<file path="config.mk">
export PLATFORM = sky130hd
export DESIGN_NAME = instr_encoder
export DESIGN_NICKNAME = d
export VERILOG_FILES = /design/src/rtl/instr_encoder.sv
export SDC_FILE = /design/constraint.sdc
export NUM_CORES = 1
export LEC_CHECK = 0
export CAP_MARGIN = 20
export CORE_ASPECT_RATIO = 1.1
export CORE_UTILIZATION = 35
export CTS_CLUSTER_SIZE = 10
export DETAILED_ROUTE_END_ITERATION = 8
export SYNTH_ARGS = -nofsm -noshare
export SYNTH_HDL_FRONTEND = slang
export SYNTH_SLANG_ARGS = --single-unit
</file>
<file path="constraint.sdc">
create_clock -name clk -period 6.15 [get_ports clk]
set_clock_uncertainty 0.1 [all_clocks]
set_input_delay 0.9225 -clock clk [delete_from_list [all_inputs] [get_ports clk]]
set_output_delay 0.9225 -clock clk [all_outputs]
set_load 0.02 [all_outputs]
</file>
<file path="src/rtl/instr_encoder.sv">
// instr_encoder: packs RV32I instruction fields into a 32-bit word and queues
// the result, with an error flag, in a 2-entry output FIFO.
// Optional build macro: IMM_CHECK_EN adds immediate range/alignment checking.
module instr_encoder (
  input  logic        clk,
  input  logic        rst,
  input  logic        in_valid,
  output logic        in_ready,
  input  logic [2:0]  fmt,
  input  logic [6:0]  opcode,
  input  logic [4:0]  rd,
  input  logic [4:0]  rs1,
  input  logic [4:0]  rs2,
  input  logic [2:0]  funct3,
  input  logic [6:0]  funct7,
  input  logic [31:0] imm,
  output logic        out_valid,
  input  logic        out_ready,
  output logic [31:0] instr,
  output logic        err,
  output logic [15:0] enc_count
);

  localparam int unsigned W_INSTR = 32;
  localparam int unsigned W_CNT   = 16;
  localparam int unsigned DEPTH   = 2;
  localparam int unsigned W_ENTRY = W_INSTR + 1;

  localparam logic [2:0] FMT_R = 3'd0;
  localparam logic [2:0] FMT_I = 3'd1;
  localparam logic [2:0] FMT_S = 3'd2;
  localparam logic [2:0] FMT_B = 3'd3;
  localparam logic [2:0] FMT_U = 3'd4;
  localparam logic [2:0] FMT_J = 3'd5;

  logic [W_INSTR-1:0] w_word;
  logic               w_fmt_err;
  logic               w_imm_err;
  logic               w_push;
  logic               w_pop;

  logic [W_ENTRY-1:0] r_mem [DEPTH];
  logic               r_wr_ptr;
  logic               r_rd_ptr;
  logic [1:0]         r_count;
  logic [W_CNT-1:0]   r_enc_count;

  // Field packing per instruction format; unknown formats give a zero word.
  always_comb begin
    w_word    = '0;
    w_fmt_err = 1'b0;
    unique case (fmt)
      FMT_R: w_word = {funct7, rs2, rs1, funct3, rd, opcode};
      FMT_I: w_word = {imm[11:0], rs1, funct3, rd, opcode};
      FMT_S: w_word = {imm[11:5], rs2, rs1, funct3, imm[4:0], opcode};
      FMT_B: w_word = {imm[12], imm[10:5], rs2, rs1, funct3, imm[4:1], imm[11], opcode};
      FMT_U: w_word = {imm[31:12], rd, opcode};
      FMT_J: w_word = {imm[20], imm[10:1], imm[11], imm[19:12], rd, opcode};
      default: begin
        w_word    = '0;
        w_fmt_err = 1'b1;
      end
    endcase
  end

`ifdef IMM_CHECK_EN
  // Immediate must be representable: upper bits are pure sign extension.
  always_comb begin
    w_imm_err = 1'b0;
    unique case (fmt)
      FMT_I, FMT_S: w_imm_err = !((&imm[31:11]) || !(|imm[31:11]));
      FMT_B:        w_imm_err = !((&imm[31:12]) || !(|imm[31:12])) || imm[0];
      FMT_J:        w_imm_err = !((&imm[31:20]) || !(|imm[31:20])) || imm[0];
      FMT_U:        w_imm_err = |imm[11:0];
      default:      w_imm_err = 1'b0;
    endcase
  end
`else
  // Immediate silently truncated; no range error in this build.
  always_comb begin
    w_imm_err = 1'b0;
  end
`endif

  assign in_ready  = (r_count < 2'(DEPTH));
  assign out_valid = (r_count != 2'd0);
  assign w_push    = in_valid && in_ready;
  assign w_pop     = out_valid && out_ready;
  assign instr     = out_valid ? r_mem[r_rd_ptr][W_INSTR-1:0] : '0;
  assign err       = out_valid ? r_mem[r_rd_ptr][W_INSTR] : 1'b0;
  assign enc_count = r_enc_count;

  // FIFO storage, pointers, occupancy and accept counter.
  always_ff @(posedge clk or posedge rst) begin
    if (rst) begin
      for (int i = 0; i < int'(DEPTH); i++) begin
        r_mem[i] <= '0;
      end
      r_wr_ptr    <= 1'b0;
      r_rd_ptr    <= 1'b0;
      r_count     <= 2'd0;
      r_enc_count <= '0;
    end else begin
      if (w_push) begin
        r_mem[r_wr_ptr] <= {(w_fmt_err || w_imm_err), w_word};
        r_wr_ptr        <= ~r_wr_ptr;
        r_enc_count     <= r_enc_count + W_CNT'(1);
      end
      if (w_pop) begin
        r_rd_ptr <= ~r_rd_ptr;
      end
      case ({w_push, w_pop})
        2'b10:   r_count <= r_count + 2'd1;
        2'b01:   r_count <= r_count - 2'd1;
        default: r_count <= r_count;
      endcase
    end
  end

endmodule

</file>
# == Yosys cells after proc, flatten, opt, wreduce, memory -nomap -nowiden ==
# Index checks and enable logic that the tools add are counted.
# classes
n_addsub,3
n_lt_le_gt_ge,4
n_mux,11
n_bitwise,4
eq_ne,7
reduce_logical,7
# op_table
operator,n
32-bit one-hot mux with 6 select lines,1
33-bit two-way mux,4
66-bit bitwise mux,1
33-bit demux with 1-bit select,1
32-bit two-way mux,1
16-bit by 1-bit adder with 16-bit output (second input constant),1
3-bit by 2-bit == test with 1-bit output (second input constant),2
3-bit == test (second input constant),2
6-bit OR reduction,1
2-bit greater-or-equal comparator (second input constant),2
1-bit inverter with 2-bit output,2
2-bit one-hot mux with 2 select lines,1
2-bit nonzero test,2
3-bit by 1-bit == test with 1-bit output (second input constant),1
1-bit logical AND,3
3-bit zero test,1
2-bit by 1-bit adder with 2-bit output (second input constant),1
2-bit by 1-bit == test with 1-bit output (second input constant),1
2-bit == test (second input constant),1
2-bit by 1-bit less-than comparator with 1-bit output (second input constant),1
2-bit less-than comparator (second input constant),1
1-bit two-way mux,2
1-bit inverter,2
2-bit by 1-bit subtractor with 2-bit output (second input constant),1
# totals
output_inout_bits,51
in_bits,71
reg_bits,86

# == Depth between registers and ports, before layout ==
# Gate-level depths: netlist of the first run.
# logic_depth
word_depth,6
mapped_depth,7
mapped_depth_nobuf,7

# == Worst setup path after synthesis of the first run ==
# OpenSTA, ideal clock, no wires.
# synth_path
kind,register -> output
startpoint,register r_count[1]
endpoint,output port instr[10]
slack_ns,3.989
path_stages_with_launch,4
n_path_buf,1
t_arrival_ns,1.138
path_cell_list,dfrtp_1 nor2_1 clkbuf_1 nor2_1
# synth_between
elab_chain_cells,2
# synth_lines
item,line_no,source
from (decl),45,logic [1:0] r_count;
from (signal assigned),113,2'b10: r_count <= r_count + 2'd1;
from (signal assigned),114,2'b01: r_count <= r_count - 2'd1;
from (signal assigned),115,default: r_count <= r_count;
2-bit nonzero test,86,assign out_valid = (r_count != 2'd0);
32-bit two-way mux,89,assign instr = out_valid ? r_mem[r_rd_ptr][W_INSTR-1:0] : '0;
to (decl),19,"output logic [31:0] instr,"
# Every way passes these cells.

# == Worst setup path after layout of the first run ==
# layout_path
startpoint,register r_rd_ptr
endpoint,output port instr[31]
# layout_between
elab_chain_cells,5
# layout_lines
item,line_no,source
from (decl),44,logic r_rd_ptr;
from (signal assigned),110,r_rd_ptr <= ~r_rd_ptr;
1-bit inverter with 2-bit output (implied by the code),89,
33-bit two-way mux (3 in a row),n/a,
32-bit two-way mux,89,
# Every way passes these cells. The select of a mux whose other input is x is not followed.

==> impl_metrics.ini, run 1 <==
[timing]
worst_pin_slew_ns = 1.06
fin_crit_ns = 3.46
setup_viol = 0
max_clock_freq_mhz = 289
post-route-period-util = 0.562
rsz0062_at_grt = false
hold_violations = 0
max-slew-margin-rel = 0.291
drv_slew = 0
setup_tns_ns = 0
worst_slack_ns = 2.69

[global_routing]
antenna_found_initial = 0
grt_pass1_wl_um = 17100
grt_max_degree = 55
gr-usage-all-layers = 0.179
grt_pass1_vias = 3433
overflow = 0

[clock_network]
clk_pin_slew_worst_paths_ns = 0.06
htree_levels = 3
clock-root-buffer = clkbuf_16
cts.sinks = 86
clock_path_buffers = 2
cts_resized = 0
cts_tree = built
cts_buffers = 9
clock_latency_ns = 0.34
post-cts-setup-buffers = 0
ctsHoldBuffers = 0

[setup_path]
worstPathMaxFanout = 34
critPathCaptureType = output port
cpPeakStageDelay_ns = 1.07
required_ns = 5.13
cp_cell_sequence = mux2i_1 -> nor2_1 -> clkdlybuf4s50_1
crit_type = flip-flop to output port
worstPathArrival_ns = 2.44
worst_path_max_delay_cell = dfrtp_2
startpoint_type = flip-flop

[die]
die_x_um = 106
num_rows = 41
core_area_mm2 = 0.0115
initial_utilization = 0.363
io_pins = 122
die_y_um = 117
dieArea_mm2 = 0.0124

[power_and_ir_drop]
seqPwrFrac = 0.350
intPower_mw = 1.82
pwr-share-clk = 0.230
power_density_mw_per_mm2 = 487
power.switching_mw = 1.05
ir_drop_mv = 0.175
p_leak_nw = 2.60
switching_share = 0.365
p_comb_frac = 0.420

[placed_design]
place_congestion = 0.787
dp_slack_ns = 2.92
dp_cells = 686
dpl.hpwl_um = 7520
port_buffers = 121

[detailed_routing]
wire_per_inst_um = 15.0
ant_nets = 0
totalWireLength_um = 10500
post-route-drc-count = 0
via_count = 3497
firstDrtPassIters = 4
via_per_inst = 4.98
drt_iter0_drc = 166

[logic_synthesis]
syn_nets = 513
ys_seq_area_frac = 0.514
synth-seq-cells = 86
ys.flop_type = dfrtp_1
synth_edf_count = 0
synth-async-reset-ratio = 1.00
synth_cells = 440
netlist_area_mm2 = 0.00419
yosys_warnings = 0
ys_types = 29
syn_avg_cell_area_um2 = 9.52

[outcome]
status = finished clean

[cells_and_area]
n_fill_cell = 1100
fin_cells = 702
area_delta_synth_final_pct = 40.5
n_antenna_cell = 0
drive_above_1_share = 0.0562
num-nets-final = 620

[hold_path]
hold_class = flip-flop to flip-flop

[run]
max_cap_violations = 0
-- Yosys cell counts, drive strengths merged, types with 3 or more instances --
cell type	number	share of area
xnor2	16	0.033
dfrtp	86	0.51
buf	17	0.020
nor2	38	0.034
a21oi	9	0.011
a22o	4	0.0084
o21ai	66	0.079
xor2	3	0.0063
inv	5	0.0045
and4	3	0.0063
nor2b	11	0.018
and2	3	0.0045
nand3	5	0.0060
o22a	6	0.013
a22oi	23	0.041
mux2i	35	0.084
nand2	87	0.078
clkbuf	12	0.011
-- worst max-delay path: cells and delay by family (launching register included) --
family                 cells  cell delay, ns
flip-flops                 1            1.07
buffers and inverters      1            0.62
multiplexers               1            0.20
AND/OR/NAND/NOR            1            0.18
-- layout make-up --
cell class | instances | area (um2) | area share
multi-input cells | 320 | 1900 | 0.323
flip-flops and latches | 86 | 2150 | 0.366
inverters | 5 | 20.0 | 0.00340
clock inverters | 7 | 145 | 0.0247
clock buffers | 9 | 225 | 0.0383
well taps | 150 | 188 | 0.0319
repair buffers | 125 | 1250 | 0.213
-- power groups by stage --
stage	logic [mW]	registers, mW	clock network (mW)
finish	1.20	1.00	0.660
global route	1.33	1.04	0.696
CTS	1.23	1.01	0.680
detailed placement	1.22	1.02	0
global placement	1.20	1.00	0
floorplan	0.766	0.936	0
-- cells by family (layout without fill, tap and decap cells) --
| kind of cell | after synthesis | after routing | share of synthesized area |
|---|---|---|---|
| compound gates | 108 | 108 | 0.152 |
| mux | 38 | 38 | 0.0944 |
| flops | 86 | 86 | 0.514 |
| xor+xnor | 19 | 19 | 0.0397 |
| buf+inv | 34 | 146 | 0.0356 |
| fa+ha+maj | 2 | 2 | 0.00597 |
| simple gates | 153 | 153 | 0.159 |
-- placed cells by master, fill, tap and decap left out, types with 2 or more instances in the layout --
master	netlist	final
dfrtp_1	86	85
buf_4	0	3
mux2_2	2	2
nor2_1	38	37
nor2b_1	10	10
o21ai_0	56	56
inv_1	4	3
nand3_1	5	5
a22o_1	4	4
clkbuf_16	0	9
ha_1	2	2
xor2_1	3	3
o21ai_1	10	10
a22oi_1	23	23
clkdlybuf4s50_1	0	121
xnor2_1	16	16
a21oi_1	9	9
nand4_1	2	2
nand2_1	87	86
mux2i_1	35	35
and2_1	3	3
bufinv_16	0	4
o22a_1	6	6
and4_1	3	3
-- metrics by stage --
stage          total power [mW]  area (um2)   util  hold WS, ns
2_1_floorplan              1.70        4190      -        0.349
3_3_place_gp               2.20        5490  0.476        0.360
3_5_place_dp               2.24        5510  0.478        0.365
4_1_cts                    2.91        5880  0.510        0.373
5_1_grt                    3.06        5880  0.510        0.396
6_report                   2.87        5880  0.510        0.377
-- state kept, by name, summed over array words and instances, names as in the netlist --
signal	cells
r_wr_ptr	1
r_mem	66
enc_count	16
r_rd_ptr	1
r_count	2
-- final timing paths --
path / startpoint / end / slack, ns / depth (start not counted)
setup / recovery: r_rd_ptr / instr[31] / 2.69 / 3
hold / removal: enc_count[15] / enc_count[15] / 0.38 / 1
setup reg to reg: r_count[1] / r_count[1] / 3.87 / 6
hold reg to reg: enc_count[15] / enc_count[15] / 0.38 / 1
max in group asynchronous: rst / r_mem[35] / 4.00 / 3
min in group asynchronous: rst / r_mem[2] / 0.97 / 2
-- metal layers --
metal | share of wire | wire length, um | track usage | vias to the layer above
li1 | - | - | - | 1723
met1 | 0.45 | 4790 | 0.231 | 1662
met2 | 0.48 | 5100 | 0.298 | 99
met3 | 0.045 | 470 | 0.0368 | 13
met4 | 0.017 | 183 | 0.0676 | 0
met5 | 0 | 0 | 0 | -
No activity file was read; power rests on OpenSTA's default activity.
==> inputs of run 2 (changes only) <==
==> constraint.sdc (replaced) <==
create_clock -name clk -period 3.25 [get_ports clk]
set_clock_uncertainty 0.1 [all_clocks]
set_input_delay 0.4875 -clock clk [delete_from_list [all_inputs] [get_ports clk]]
set_output_delay 0.4875 -clock clk [all_outputs]
set_load 0.02 [all_outputs]
==> run 2 against run 1 <==
  * Register-to-register slack worse by 2.9 ns
  * Total power rose by 80%
  * Sequential power grew 82%
  * Global-route usage up 0.65 points
  * Non-clock buffer count increased by 8
  * Utilization decreased by 0.36 points
  * Die area stayed put
  * Via count shrank 0.89%
  * Largest cell class unchanged
==> impl_metrics.ini, run 2 (synthesized netlist as in run 1, its figures left out) <==
[cells_and_area]
final_common_cell = clkdlybuf4s50_1
largest_register_ff_count = 66
area_delta_synth_final_pct = 39.5
n_antenna_cell = 0
top_register = r_mem
drive_above_1_share = 0.0627
fin_cells = 708
num-nets-final = 628
final_cell_mix = 121 x clkdlybuf4s50_1, 86 x nand2_1, 85 x dfrtp_1

[timing]
max-slew-margin-rel = 0.589
max_clock_freq_mhz = 356
post-route-period-util = 0.865
worst_hold_slack_ns = 0.372
hold_violations = 0
setup_tns_ns = 0
rsz0062_at_grt = false
setup_viol = 0
drv_slew = 0
worst_pin_slew_ns = 0.615
fin_crit_ns = 2.81

[detailed_routing]
via_per_inst = 4.90
post-route-drc-count = 0
drt_iter0_drc = 145
firstDrtPassIters = 4
ant_nets = 0
via_count = 3466
wire_per_inst_um = 15.5
totalWireLength_um = 11000

[power_and_ir_drop]
ir_drop_mv = 0.342
power_density_mw_per_mm2 = 880
p_leak_nw = 2.60

[global_routing]
overflow = 0
grt_max_degree = 56
grt_pass1_wl_um = 17600
gr-usage-all-layers = 0.186
grt_pass1_vias = 3464
antenna_found_initial = 0

[die]
initial_utilization = 0.363
io_pins = 122
core_area_mm2 = 0.0115
dieArea_mm2 = 0.0124
die_y_um = 117
die_x_um = 106
num_rows = 41

[clock_network]
clock_path_buffers = 2
cts.sinks = 86
cts_buffers = 9
htree_levels = 3
clock_latency_ns = 0.33
clk_pin_slew_worst_paths_ns = 0.06
post-cts-setup-buffers = 0
clock-root-buffer = clkbuf_16
cts_tree = built
ctsHoldBuffers = 0
cts_resized = 0

[outcome]
status = finished clean

[hold_path]
hold_class = flip-flop to flip-flop
whs_path_depth = 1
hold_path_end = enc_count[15]
worstHoldStart = enc_count[15]

[placed_design]
port_buffers = 121
place_congestion = 0.822
dp_cells = 694
dpl.hpwl_um = 7980

[setup_path]
crit_type = flip-flop to output port
cpPeakStageDelay_ns = 0.63
critical_path.top_delay_family = buffers and inverters
worst_path_max_delay_cell = dfrtp_2
worstReg2RegStart = r_count[1]
worstPathMaxFanout = 13
startpoint_type = flip-flop
rrSetupSlack_ns = 0.94
critPathCaptureType = output port
cp_cell_sequence = buf_4 -> mux2i_1 -> nor2_1 -> clkdlybuf4s50_1
r2r-end = r_count[1]
worstPathArrival_ns = 2.22
rr_worst_depth = 7
crit_buf_inv = 2
required_ns = 2.66

[run]
max_cap_violations = 0
-- run 2: changes by cell type in the layout (fill, tap and decap cells not counted), sizes merged --
cell and change:
clkbuf +3, clkinv +1, bufinv -4, clkinvlp -1
buf +8, inv -1
-- run 2: final cells by class --
type	instances	area, um2
clock buffer	12	246
clock inverter	2	10.0
fill	1105	5700
inverter	5	20.0
multi-input combinational	320	1900
sequential	86	2150
tap	150	188
timing repair buffer	133	1330
-- run 2: worst max path at each step --
| stage | cells after the start | startpoint | slack (ns) | to |
|---|---|---|---|---|
| 2_1_floorplan | 1 | rst | 0.44 | enc_count[0] |
| 3_3_place_gp | 4 | r_rd_ptr | 0.75 | instr[30] |
| 3_5_place_dp | 4 | r_rd_ptr | 0.77 | instr[30] |
| 4_1_cts | 4 | r_rd_ptr | 0.40 | instr[30] |
| 5_1_grt | 4 | r_count[0] | 0.32 | instr[17] |
| 6_report | 4 | r_rd_ptr | 0.44 | instr[20] |
-- run 2: layer usage --
layer  wire (um)  up-vias  GRT usage
li1            -     1728          -
met1        5040     1623      0.244
met2        5250      101      0.309
met3         527       14     0.0262
met4         182        0     0.0806
met5           0        -          0
-- run 2: worst register-to-register path: cells and delay by family, from the launching register on --
family,cells,cell delay (ns)
XOR/XNOR,1,0.14
adder cells (fa/ha/maj),1,0.34
buffers and inverters,2,0.40
AND/OR/NAND/NOR,3,0.81
flip-flops,1,0.46
-- run 2: where the power goes --
group | switching, mW | total [mW] | leakage, nW | internal (mW)
clock network | 0.385 | 0.913 | 0.128 | 0.528
registers | 0.303 | 1.82 | 1.11 | 1.52
logic | 1.29 | 2.41 | 1.36 | 1.11
-- run 2: through the flow --
stage | total power, mW | util | instance area [um2] | worst slack, ns
4_1_cts | 5.20 | 0.506 | 5840 | 0.399
3_5_place_dp | 4.28 | 0.484 | 5590 | 0.768
3_3_place_gp | 4.23 | 0.484 | 5590 | 0.747
6_report | 5.14 | 0.506 | 5840 | 0.439
5_1_grt | 5.51 | 0.506 | 5840 | 0.324
2_1_floorplan | 3.22 | - | 4190 | 0.441
